## config.mk

```make
export PLATFORM = sky130hd
export DESIGN_NAME = seven_seg_scanner
export DESIGN_NICKNAME = d
export VERILOG_FILES = /design/src/rtl/seven_seg_scanner.sv
export SDC_FILE = /design/constraint.sdc
export NUM_CORES = 1
export LEC_CHECK = 0
export BUFFER_PORTS_ARGS = -buffer_cell sky130_fd_sc_hd__buf_2
export CAP_MARGIN = 20
export CORE_MARGIN = 2
export CORE_UTILIZATION = 35
export DETAILED_ROUTE_END_ITERATION = 8
export PLACE_DENSITY_LB_ADDON = 0.3
export SYNTH_ARGS = -nofsm -noshare
export SYNTH_HDL_FRONTEND = slang
export SYNTH_SLANG_ARGS = --single-unit
```

## constraint.sdc

```tcl
create_clock -name clk -period 7.8 [get_ports clk]
set_clock_uncertainty 0.15 [all_clocks]
set_input_delay 1.95 -clock clk [delete_from_list [all_inputs] [get_ports clk]]
set_output_delay 1.95 -clock clk [all_outputs]
set_load 0.05 [all_outputs]
```

## src/rtl/seven_seg_scanner.sv

```systemverilog
// Time-multiplexed N-digit common-anode 7-segment scanner with blanking gap and frame-aligned updates.
// Optional: define LEADING_ZERO_BLANK_EN to blank leading zero digits (digit 0 is always shown).

module seg_decode (
  input  logic [3:0] code,
  output logic [6:0] seg
);
  // {g,f,e,d,c,b,a}, active low; non-BCD codes render as a dash
  always_comb begin
    case (code)
      4'd0:    seg = 7'b1000000;
      4'd1:    seg = 7'b1111001;
      4'd2:    seg = 7'b0100100;
      4'd3:    seg = 7'b0110000;
      4'd4:    seg = 7'b0011001;
      4'd5:    seg = 7'b0010010;
      4'd6:    seg = 7'b0000010;
      4'd7:    seg = 7'b1111000;
      4'd8:    seg = 7'b0000000;
      4'd9:    seg = 7'b0011000;
      default: seg = 7'b0111111;
    endcase
  end
endmodule

module seven_seg_scanner #(
  parameter int NUM_DIGITS   = 4,
  parameter int DIV          = 50000,
  parameter int BLANK_CYCLES = 500
) (
  input  logic                    clk,
  input  logic                    rst_n,
  input  logic [4*NUM_DIGITS-1:0] data_in,
  input  logic                    data_valid,
  output logic                    data_ready,
  output logic [6:0]              segments,
  output logic [NUM_DIGITS-1:0]   digit_en,
  output logic                    frame_tick
);
  localparam int CW = $clog2(DIV);
  localparam int IW = (NUM_DIGITS > 1) ? $clog2(NUM_DIGITS) : 1;
  localparam logic [CW-1:0] CNT_LAST = CW'(DIV - 1);
  localparam logic [CW-1:0] CNT_SHOW = CW'(BLANK_CYCLES);
  localparam logic [IW-1:0] IDX_LAST = IW'(NUM_DIGITS - 1);
  localparam logic [6:0]    SEG_OFF  = 7'h7F;

  typedef enum logic {BLANK, SHOW} state_t;

  logic [CW-1:0]           cnt, cnt_nxt;
  logic [IW-1:0]           idx, idx_nxt;
  state_t                  state, state_nxt;
  logic [4*NUM_DIGITS-1:0] active, active_nxt, pending;
  logic                    pending_full;
  logic                    cnt_wrap, boundary, take;
  logic [3:0]              digit_nxt;
  logic [6:0]              seg_dec;
  logic                    lz_hit;

  assign data_ready = ~pending_full;
  assign take       = data_valid & ~pending_full;
  assign cnt_wrap   = (cnt == CNT_LAST);
  assign boundary   = cnt_wrap & (idx == IDX_LAST);

  // Outputs are registered from next-cycle counter values so they line up with cnt/idx.
  always_comb begin
    cnt_nxt    = cnt_wrap ? '0 : cnt + CW'(1);
    idx_nxt    = idx;
    if (cnt_wrap) idx_nxt = (idx == IDX_LAST) ? '0 : idx + IW'(1);
    state_nxt  = state;
    if (cnt_wrap)                   state_nxt = BLANK;
    else if (cnt_nxt == CNT_SHOW)   state_nxt = SHOW;
    active_nxt = (boundary && pending_full) ? pending : active;
  end

  assign digit_nxt = active_nxt[4*idx_nxt +: 4];

  seg_decode u_dec (.code(digit_nxt), .seg(seg_dec));

`ifdef LEADING_ZERO_BLANK_EN
  logic [NUM_DIGITS-1:0] lz_mask;
  // A digit is a leading zero when it and every digit above it are zero.
  always_comb begin
    logic hz;
    hz      = 1'b1;
    lz_mask = '0;
    for (int i = NUM_DIGITS - 1; i > 0; i--) begin
      hz         = hz & (active_nxt[4*i +: 4] == 4'h0);
      lz_mask[i] = hz;
    end
  end
  assign lz_hit = lz_mask[idx_nxt];
`else
  assign lz_hit = 1'b0;
`endif

  always_ff @(posedge clk or negedge rst_n) begin
    if (!rst_n) begin
      cnt          <= '0;
      idx          <= '0;
      state        <= BLANK;
      active       <= {NUM_DIGITS{4'hF}};
      pending      <= '0;
      pending_full <= 1'b0;
      segments     <= SEG_OFF;
      digit_en     <= '1;
      frame_tick   <= 1'b0;
    end else begin
      cnt        <= cnt_nxt;
      idx        <= idx_nxt;
      state      <= state_nxt;
      active     <= active_nxt;
      frame_tick <= boundary;
      // A full pending slot blocks capture, so release and capture never collide.
      if (boundary && pending_full) begin
        pending_full <= 1'b0;
      end else if (take) begin
        pending      <= data_in;
        pending_full <= 1'b1;
      end
      if (state_nxt == SHOW) begin
        segments <= lz_hit ? SEG_OFF : seg_dec;
        digit_en <= ~(NUM_DIGITS'(1) << idx_nxt);
      end else begin
        segments <= SEG_OFF;
        digit_en <= '1;
      end
    end
  end
endmodule

```

==> results.txt, run 1 <==
The hold-fix buffer count after cts is 0. IR analysis of the VDD net gives a maximum drop of 125.4 µV. The ratio of final minimum period to clock period is 0.4830. The relative contribution of sequential cells to total power is 0.510.

The unique cell type count in the Yosys netlist is 52. Summing internal, switching and leakage power gives 0.0006870 W. Of the total synthesized cell area, the portion taken by AND, OR, NAND and NOR gates is 0.1207. The share of async-settable or async-resettable flops after synthesis came out at 1.000. The critical path in this run is classified as flip-flop to flip-flop. The post-CTS setup-driven buffer insertion count is 0. The global router's overall resource usage came out at 0.1285. The detail-routed net length per standard cell is 14.13 µm.

The number of inserted filler cells in the final layout is about 870. The share of synthesized area in the top cell type comes to 0.2845. The core footprint came out at between 9000 and 10000 µm². The largest individual stage delay along the critical path comes from the cell or4b_4.

In the final layout, the multi-input gates occupy ~1500 µm². The post-synthesis sequential area ratio came out at 0.5025. In this run the power spent charging and discharging nets is roughly 0.00014 W. The DRC violation total after the first TritonRoute iteration came out at about 130.

Data on the critical path is required at its endpoint by 7880 ps. The hold violation total from the final report came to 0. The total area of sequential cells is 1635 µm². The average via count per standard cell came out at 5.125. The prevailing post-synth register cell is dfrtp_1. In this run, post-CTS repair resized a total of 0 instances. The number of antenna-violating nets in the routed design is 0. The number of antenna cells inserted came out at 0.

The power density over the cells is 184.0 nW/µm². Once layout is complete, the cells apart from fillers number approximately 420. The complex-gate fraction of the synthesized area is 0.1115. The clock tree from TritonCTS is done. After synthesis, the largest family of logic cells by area is multiplexers. The leakage power figure is 1.611 nW. The via count of the routed design is 2173. The final estimated routing congestion in global placement came out at 0.7984. The mean instance size in the synthesized netlist came out at 11.83 µm².

The clock transition at the register clock pins on the worst setup and hold paths after CTS is 70 ps. The largest fanout on the critical path is 19. The run finished with clean final reports.

The share of total power in the clock network is 0.458. The cell class contributing the biggest share of worst-path delay is simple AND/OR/NAND/NOR gates. After synthesis, the cell types taking the most area are dfrtp_1 28%, dfstp_2 22%, mux2_2 12%. The multiplexer area fraction after synthesis came out at 0.1684. The global-route congestion overflow total came out at 0. The worst setup path is launched from a flip-flop. The pin count of the biggest net entering global routing is 65.

For this run, the post-layout net count is ~340. The clock tree synthesis step divided the H-tree into 3 levels. The switching portion of total power came out at 0.2102.

The clock latency of the later-clocked register in the worst-skew pair came out at 340 ps. The utilization of the core after routing came out at 0.4099. The worst setup path is captured at a flip-flop. The placed cell count is 408. The first-pass iteration count of the detailed router is 4. The number of rows in the core area came out at 35.

The placed wire-length estimate came out at 4311 µm. The path class of the tightest hold or removal check is flip-flop to flip-flop. The total of flip-flops plus latches after synthesis is 64. The area added between synthesis and finish is 14.73%.

Derived from the worst setup path, the maximum achievable clock frequency is 265.4 MHz. The pin slew with the least headroom to its limit is ~800 ps. The number of buffers created by CTS came out at 9. After layout, the minimum clock period comes to between 3000 and 4000 ps. During synthesis, Yosys emitted a total of 0 warnings.

The setup TNS after final layout came out at 0 ps. When the netlist entered floorplanning its net count stood at 302. The largest stage delay on the critical path is approximately 590 ps. The largest total area in the synthesized netlist belongs to dfrtp_1.

The cell sitting at the root of the clock tree is a clkbuf_8. The fraction of final layout cells sized beyond drive strength 1 came out at 0.4026. The initial antenna violation count was 0. Of the total power, combinational logic draws 0.033.

From left edge to right edge, the die measures around 100 µm. Setup repair after global routing left no endpoint under its margin. The total cell area at the placement stage is roughly 3500 µm².

The vertical extent of the die came out at ~100 µm. The area enclosed by the die boundary came out at 10090 µm². The signal on the critical path passes through or4b_4 > nor4_4 > buf_4 > mux2i_1 > clkinv_2 > o21ai_1 > and2_1 > inv_1 > ha_1 > inv_1 > o211ai_1 > a21oi_1 > o21ai_1. The worst slew slack as a fraction of its limit came out at 0.4718. After synthesis, the most frequently instantiated cells are 37 x dfrtp_1, 36 x mux2_2, 27 x dfstp_2, 16 x nor2_1, 15 x nand2_1. The number of flops mapped to enable cells by yosys came out at 0.

The post-route standard cell area excluding fillers is 3734 µm². The routed design has 5992 µm of wire. The cell area after technology mapping is 3254 µm². The number of buffers inserted by port buffering is 31. The count of max-cap constraint violations came out at 0.

After technology mapping, the gate count stands at 275. Yosys instantiated no cell more often than dfrtp_1. The clock passes through at most 2 buffers.

The arrival time of the worst setup path is 3850 ps. The global-route wire length before repair is a little over 10000 µm. The worst path buffer plus inverter count is 4. The number of global-route vias before repair is between 2000 and 2500.

The top-level port count is 32. The internal power contribution came out at 0.0005426 W. The number of setup violations in the final report is 0. The parity-gate share of the synthesized area counting xor and xnor cells came out at 0.03768.

The max-slew violation count is 0. The total DRC errors in the routed layout is 0. The number of sinks handled by clock tree synthesis came out at 64. Of the total synthesized cell area, the portion taken by full adders, half adders and majority gates is 0.03076. The initial core utilization came out at 0.3573.
layout make-up:
class,instances,area share
Clock inverter,6,0.02212
Inverter,9,0.009383
Sequential cell,64,0.4380
Timing Repair Buffer,34,0.04759
Clock buffer,10,0.03686
Tap cell,111,0.03720
Multi-Input combinational cell,190,0.4088
sequential cells by signal, summed over array words and instances, names as in the netlist:
name,flops
active,16
cnt,16
digit_en,4
frame_tick,1
idx,2
pending,16
pending_full,1
segments,7
state,1
cell usage in the layout (no fill, tap or decap), types with 2 or more instances in the layout:
master	Yosys	routed
dfrtp_1	37	37
mux2_2	36	36
buf_2	1	31
dfstp_2	27	27
nor2_1	16	16
nand2_1	15	15
mux2i_1	12	12
nand3_1	10	10
clkbuf_8	0	10
inv_1	8	8
ha_1	8	8
o21ai_1	7	7
xor2_1	7	7
xnor2_1	7	7
o211ai_1	6	6
nor3_1	6	6
o21ai_0	5	5
a21oi_1	5	5
clkinv_2	1	4
a211oi_1	4	4
o22ai_1	4	4
and2_1	3	3
nand4_1	3	3
nor4_1	3	3
nor2b_1	3	3
buf_4	1	3
or4b_1	2	2
or2_1	2	2
a31oi_1	2	2
o221a_2	2	2
o21a_1	2	2
a21bo_1	2	2
bufinv_16	0	2
final timing paths:
path                                        startpoint                endpoint  slack [ps]  cells after the start
max in group asynchronous                        rst_n        cnt[6]$_DFF_PN0_        5360                      2
worst min register to register  pending[5]$_DFFE_PN0P_  pending[5]$_DFFE_PN0P_         360                      1
worst max register to register        cnt[5]$_DFF_PN0_   segments[0]$_DFF_PN1_        4030                     13
min in group asynchronous                        rst_n  pending[7]$_DFFE_PN0P_        1630                      2
worst min-delay path            pending[5]$_DFFE_PN0P_  pending[5]$_DFFE_PN0P_         360                      1
worst max-delay path                  cnt[5]$_DFF_PN0_   segments[0]$_DFF_PN1_        4030                     13
layer usage:
layer / global-route usage / routed length, µm
met3: 0.03273 / 254
met2: 0.1926 / 2804
met4: 0.06533 / 131
met1: 0.1721 / 2802
met5: 0 / 0
kinds of logic (layout without fill, tap and decap cells):
kind of cell,Yosys count,in the layout
AO/OA/AOI/OAI,47,47
XOR/XNOR,14,14
adder cells (fa/ha/maj),8,8
flip-flops,64,64
multiplexers,49,49
AND/OR/NAND/NOR,72,72
buffers and inverters,21,59
metrics by stage:
| stage | worst slack (ps) | hold WS [ps] |
|---|---|---|
| final | 4032 | 355.0 |
| after global routing | 3730 | 383.4 |
| after floorplan | 4391 | 315.9 |
| after CTS | 4020 | 360.2 |
| after global placement | 4158 | 341.2 |
| after detailed placement | 4034 | 344.2 |
power by group through the flow:
| stage | Clock, W | Combinational, W | Sequential (W) |
|---|---|---|---|
| after floorplan | 0 | 0.0000111 | 0.000353 |
| after global placement | 0 | 0.0000224 | 0.000356 |
| after detailed placement | 0 | 0.0000232 | 0.000356 |
| after CTS | 0.000322 | 0.0000233 | 0.000350 |
| after global routing | 0.000337 | 0.0000258 | 0.000351 |
| final | 0.000315 | 0.0000224 | 0.000350 |
Note: power is estimated with default switching activity, not from simulation.
==> run 2: changes to the inputs <==
- clock period: 7.8 -> 3.3 ns (I/O delays scaled with it)
==> run 2 against run 1 <==
Net effect: flip-flop and latch count is the same; cell count grew 1.7%; combinational power grew 140%; critical path depth shrank 2; via count grew 2.9%; highest routed layer unchanged; die area is the same; sequential share of layout area shrank 0.85 points.
==> results.txt, run 2 (synthesized netlist as in run 1, its figures left out) <==
The first-pass iteration count of the detailed router came out at 5 (was 4). The non-filler instance count after layout came out at 431 (was 424). The worst endpoint required time was 3440 ps (was 7880 ps). The net total in the final layout is 342 (was 335).

The path class of the lowest-slack min-delay path is input pin to asynchronous set/reset pin (was flip-flop to flip-flop). The total area of sequential cells is 1635 µm² (unchanged). The fraction of final layout cells sized beyond drive strength 1 is 0.4219 (was 0.4026). The multi-input logic area came out at 1540 µm² (was 1526 µm²). The number of inserted filler cells in the final layout came to 877 (was 872). The hold violation total from the final report came out at 0 (unchanged). The global routing usage on met3 is 0.03273 (unchanged). The clock latency of the later-clocked register in the worst-skew pair came out at 340 ps (about the same). The global-route congestion overflow total came out at 0 (unchanged). The die outline width is 100.4 µm (unchanged).

The core footprint came out at 9109 µm² (unchanged). Setup repair after global routing missed its margin: false (unchanged). Run status: finished clean (unchanged). The max-slew violation count was 0 (unchanged). The highest attainable clock frequency came out at 323.3 MHz (was 265.4 MHz). The initial antenna violation count was 0 (unchanged).

The internal reg-to-reg setup slack is 210 ps (was 4030 ps). The DRC violation total after the first TritonRoute iteration is 139 (was 127). The final setup slack of the worst path came out at 206.7 ps (was 4032 ps). The number of antenna cells inserted came out at 0 (unchanged). The routing usage on met2 came out at 0.2148 (was 0.1926). The number of rows in the core area is 35 (unchanged). The final critical path time including I/O delays and setup is 3093 ps (was 3768 ps). The worst-case clock buffer depth was 2 (unchanged). The hold-fix buffer count after cts came out at 0 (unchanged). The detail-routed net length per standard cell is 14.45 µm (was 14.13 µm). The routing layer with the top usage in global route was met2 (unchanged).

The number of sinks handled by clock tree synthesis is 64 (unchanged). The number of buffers created by CTS is 9 (unchanged). The placed cell count is 415 (was 408). The number of antenna-violating nets in the routed design came out at 0 (unchanged).

The number of setup violations in the final report came out at 0 (unchanged). The pin count of the biggest net entering global routing is 25 (was 65). The global router's overall resource usage is 0.1369 (was 0.1285). The number of global-route vias before repair was 2262 (was 2090). Commonest non-fill, non-tap cells in the layout: 37 x dfrtp_1, 36 x mux2_2, 31 x buf_2 (unchanged). The power density over the cells is 430.6 nW/µm² (was 184.0 nW/µm²).

The endpoint type of the worst setup path is a flip-flop (unchanged). The clock transition at the register clock pins on the worst setup and hold paths after CTS was 70 ps (about the same). The initial core utilization came out at 0.3573 (unchanged). The area added between synthesis and finish is 16.99% (was 14.73%). The post-CTS setup-driven buffer insertion count is 0 (unchanged). The number of buffers inserted by port buffering is 31 (unchanged). The ratio of final minimum period to clock period is 0.9374 (was 0.4830). The top-level port count is 32 (unchanged).

The clock tree root driver cell was clkbuf_8 (unchanged). The startpoint class of the critical path is a flip-flop (unchanged). The final routed wirelength across all metal layers came out at 6228 µm (was 5992 µm). The highest ir drop seen on vdd came out at 314.9 µV (was 125.4 µV).

The pre-CTS setup slack is 166.6 ps (was 4034 ps). The setup TNS after final layout came to 0 ps (unchanged). The worst slew slack as a fraction of its limit is 0.5487 (was 0.4718). The post-cts repair resize count came to 0 (unchanged).

The area enclosed by the die boundary came to 10090 µm² (unchanged). The via count of the routed design is 2237 (was 2173). The leakage power figure is 1.656 nW (was 1.611 nW). The final estimated routing congestion in global placement is 0.8416 (was 0.7984). The total DRC errors in the routed layout came out at 0 (unchanged).

The vertical extent of the die is 100.4 µm (unchanged). The met1 usage in global routing is 0.1801 (was 0.1721). The most common cell after layout, fill and taps aside is dfrtp_1 (unchanged).

The total number of H-tree levels came out at 3 (unchanged). The utilization of the core after routing is 0.4180 (was 0.4099). The placed wire-length estimate came out at 4613 µm (was 4311 µm). The global-route wire length before repair came out at 10760 µm (was 10140 µm). The average via count per standard cell is 5.190 (was 5.125).

The largest fanout on the critical path is 6 (was 19). The pin slew with the least headroom to its limit came out at 675.3 ps (was 792.3 ps). The count of max-cap constraint violations is 0 (unchanged). The worst setup path category is flip-flop to flip-flop (unchanged). The final total power is 0.001639 W (was 0.0006870 W). The clock tree from TritonCTS was done (unchanged). The arrival time of the worst setup path is 3230 ps (was 3850 ps). Biggest regs: active: 16 flops, cnt: 16 flops, pending: 16 flops (unchanged).
run 2: final cells by class:
| cell class | instances | area share |
|---|---|---|
| clock inverter | 3 | 0.01709 |
| tap | 111 | 0.03648 |
| inverter | 9 | 0.009201 |
| timing repair buffer | 41 | 0.06145 |
| clock buffer | 13 | 0.04174 |
| sequential | 64 | 0.4295 |
| multi-input combinational | 190 | 0.4045 |
run 2: path summary, 6_finish.rpt:
path,from,cells past startpoint,end
worst min register to register,cnt[0]$_DFF_PN0_,1,cnt[0]$_DFF_PN0_
worst max-delay path,cnt[11]$_DFF_PN0_,11,segments[4]$_DFF_PN1_
worst min-delay path,rst_n,1,pending[15]$_DFFE_PN0P_
max in group asynchronous,rst_n,2,active[13]$_DFF_PN1_
worst max register to register,cnt[11]$_DFF_PN0_,11,segments[4]$_DFF_PN1_
min in group clk,cnt[0]$_DFF_PN0_,1,cnt[0]$_DFF_PN0_
run 2: per-stage QoR:
stage	area [µm²]	hold WS (ps)
after floorplan	3264	324.4
after global placement	3576	342.4
after detailed placement	3576	350.4
after CTS	3800	269.4
after global routing	3807	285.1
final	3807	263.6
run 2: report_power, final:
part | internal (W) | total (W) | switching [W]
combinational | 0.0000300 | 0.0000546 | 0.0000246
clock | 0.000466 | 0.000756 | 0.000290
sequential | 0.000812 | 0.000829 | 0.0000168
total | 0.00131 | 0.00164 | 0.000331
run 2: routing by layer:
layer / part of all wire / up-vias
li1: - / 1080
met1: 0.47 / 1087
met2: 0.46 / 56
met3: 0.042 / 14
met4: 0.024 / 0
met5: 0 / -
run 2: critical path, cell delays in order, from the launching register on:
cell and delay [ps]:
dfrtp_1 420, or4b_4 600, nor4_4 350, mux2i_2 390, buf_4 200, nor2_1 40
a21oi_1 120, buf_4 160, inv_1 70, ha_1 220, o211ai_1 190, a21bo_1 130
==> run 3: changes to the inputs <==
- CORE_ASPECT_RATIO: unset -> 0.6
- PLACE_DENSITY_LB_ADDON: 0.3 -> unset
==> run 3 against run 2 <==
Net effect: critical endpoint is now segments[3]$_DFF_PN1_; hold slack improved by 91 ps; critical path depth unchanged; design area increased by 2.5%; sequential power about the same; die area increased by 0.25%; register-to-register slack improved by 30 ps; clock power increased by 24%; first-iteration DRC count decreased by 40%; via count decreased by 2.4%; cell count increased by 0.93%; largest cell class unchanged; core utilization increased by 1.1 points; worst setup slack improved by 33 ps.
==> results.txt, run 3 (synthesized netlist as in run 1, its figures left out) <==
The detail-routed net length per standard cell was 14.94 µm (was 14.45 µm). The arrival time of the worst setup path came out at 3180 ps (was 3230 ps). The endpoint type of the worst setup path is a flip-flop (unchanged). The clock latency of the later-clocked register in the worst-skew pair is 340 ps (about the same). The initial antenna violation count is 0 (unchanged).

The placed wire-length estimate came out at 4698 µm (was 4613 µm). The net total in the final layout is 341 (was 342). The max-slew violation count is 0 (unchanged). The count of max-cap constraint violations came out at 0 (unchanged). The power density over the cells is 466.8 nW/µm² (was 430.6 nW/µm²). The worst endpoint required time is 3420 ps (was 3440 ps).

The total number of H-tree levels came to 3 (unchanged). The pre-CTS setup slack is 155.7 ps (was 166.6 ps). The ratio of final minimum period to clock period was 0.9273 (was 0.9374). The most repeated library cell on the critical path is o211ai_1 (was buf_4).

The highest attainable clock frequency is 326.8 MHz (was 323.3 MHz). The core footprint came to 9087 µm² (was 9109 µm²). The utilization of the core after routing was 0.4293 (was 0.4180). The number of inserted filler cells in the final layout was 852 (was 877). Run status: finished clean (unchanged). The most common cell after layout, fill and taps aside is dfrtp_1 (unchanged). Biggest regs: active: 16 flops, cnt: 16 flops, pending: 16 flops (unchanged). The final critical path time including I/O delays and setup is 3060 ps (was 3093 ps). The fraction of final layout cells sized beyond drive strength 1 is 0.4263 (was 0.4219). The number of sinks handled by clock tree synthesis is 64 (unchanged). The startpoint class of the critical path is a flip-flop (unchanged).

The number of antenna cells inserted was 0 (unchanged). The hold violation total from the final report is 0 (unchanged). The hold-fix buffer count after cts came out at 0 (unchanged).

The worst setup path category is flip-flop to flip-flop (unchanged). The number of antenna-violating nets in the routed design came out at 0 (unchanged). The number of global-route vias before repair came out at 2253 (was 2262). The global router's overall resource usage came to 0.1501 (was 0.1369). The worst hold margin is 354.7 ps (was 263.6 ps).

The number of buffers inserted by port buffering came out at 31 (unchanged). The final routed wirelength across all metal layers is 6498 µm (was 6228 µm). The cell class contributing the biggest share of worst-path delay is simple AND/OR/NAND/NOR gates (unchanged). The pin slew with the least headroom to its limit came out at 629.5 ps (was 675.3 ps). The number of setup violations in the final report came out at 0 (unchanged). The area enclosed by the die boundary is 10110 µm² (was 10090 µm²). The number of rows in the core area came to 27 (was 35). The largest fanout on the critical path came out at 4 (was 6). The initial core utilization was 0.3581 (was 0.3573). The clock tree from TritonCTS is done (unchanged). The worst-case clock buffer depth is 2 (unchanged).

The highest ir drop seen on vdd was 304.0 µV (was 314.9 µV). The vertical extent of the die came out at 78.69 µm (was 100.4 µm). Setup repair after global routing missed its margin: false (unchanged). The non-filler instance count after layout is 435 (was 431). The total DRC errors in the routed layout came to 0 (unchanged). The number of buffers created by CTS came to 9 (unchanged). The global-route congestion overflow total came out at 0 (unchanged). The cell with the biggest individual delay on the critical path is or4b_4 (unchanged).

The clock tree root driver cell is clkbuf_16 (was clkbuf_8). The pin count of the biggest net entering global routing came out at 39 (was 25). Cells along the critical path: or4b_4 > nor4_4 > mux2i_2 > clkinv_2 > o21ai_1 > and2_4 > inv_1 > ha_1 > o211ai_1 > o211ai_1 > a21bo_1 (was or4b_4 > nor4_4 > mux2i_2 > buf_4 > nor2_1 > a21oi_1 > buf_4 > inv_1 > ha_1 > o211ai_1 > a21bo_1).

The area added between synthesis and finish is 19.88% (was 16.99%). The setup TNS after final layout is 0 ps (unchanged). The final estimated routing congestion in global placement came out at 0.8009 (was 0.8416).

The average via count per standard cell came to 5.021 (was 5.190). The leakage power figure is 1.673 nW (was 1.656 nW). The largest stage delay on the critical path came out at 590 ps (was 600 ps). The top-level port count came to 32 (unchanged). The worst slew slack as a fraction of its limit is 0.5803 (was 0.5487). The clock transition at the register clock pins on the worst setup and hold paths after CTS came out at 50 ps (was 70 ps). The DRC violation total after the first TritonRoute iteration is 84 (was 139).

The worst path buffer plus inverter count came out at 2 (was 3). The global-route wire length before repair came out at 11390 µm (was 10760 µm). Commonest non-fill, non-tap cells in the layout: 37 x dfrtp_1, 36 x mux2_2, 31 x buf_2 (unchanged). The final setup slack of the worst path was 239.8 ps (was 206.7 ps). The path class of the lowest-slack min-delay path is flip-flop to flip-flop (was input pin to asynchronous set/reset pin).

The first-pass iteration count of the detailed router was 4 (was 5). The die outline width is 128.5 µm (was 100.4 µm). The via count of the routed design came out at 2184 (was 2237). The placed cell count is 419 (was 415).
## run 3: changes by cell type in the layout (fill, tap and decap cells not counted), sizes merged
cell / delta
buf: -1
bufinv: -1
clkbuf: -4
clkinvlp: +5
## run 3: stage by stage
stage	power [W]	area [µm²]
finish	0.001821	3901
global placement	0.0008992	3600
global route	0.001910	3901
CTS	0.001859	3897
floorplan	0.0008618	3264
detailed placement	0.0009021	3600
## run 3: cell type report
class                           instances  area, µm²  area share
Clock buffer                            9      225.2     0.05773
Clock inverter                          7      72.57     0.01860
Inverter                                9      35.03    0.008980
Multi-Input combinational cell        190       1540      0.3948
Sequential cell                        64       1635      0.4192
Tap cell                              116      145.1     0.03720
Timing Repair Buffer                   40      247.7     0.06350
## run 3: worst paths after layout
path | from | end | slack (ps) | depth (start not counted)
setup reg to reg | cnt[5]$_DFF_PN0_ | segments[3]$_DFF_PN1_ | 240 | 11
hold / removal | pending[5]$_DFFE_PN0P_ | active[5]$_DFF_PN1_ | 350 | 1
setup / recovery | cnt[5]$_DFF_PN0_ | segments[3]$_DFF_PN1_ | 240 | 11
hold reg to reg | pending[5]$_DFFE_PN0P_ | active[5]$_DFF_PN1_ | 350 | 1
min in group asynchronous | rst_n | cnt[9]$_DFF_PN0_ | 360 | 1
max in group asynchronous | rst_n | active[11]$_DFF_PN1_ | 1950 | 2
## run 3: where the power goes
group	switching (W)	total (W)	internal (W)	leakage, nW
Combinational	0.0000251	0.0000559	0.0000308	0.797
Sequential	0.0000184	0.000831	0.000813	0.747
Clock	0.000353	0.000934	0.000581	0.130
## run 3: timing repair
action,CTS,global route
setup buffers,0,0
gates resized for setup,0,1
endpoints found under the setup margin,0,1
## run 3: per-layer routing
metal,global-route usage,part of all wire,vias up
li1,-,-,1074
met1,0.2115,0.53,1053
met2,0.2000,0.41,47
met3,0.06739,0.052,10
met4,0.05495,0.015,0
met5,0,0,-
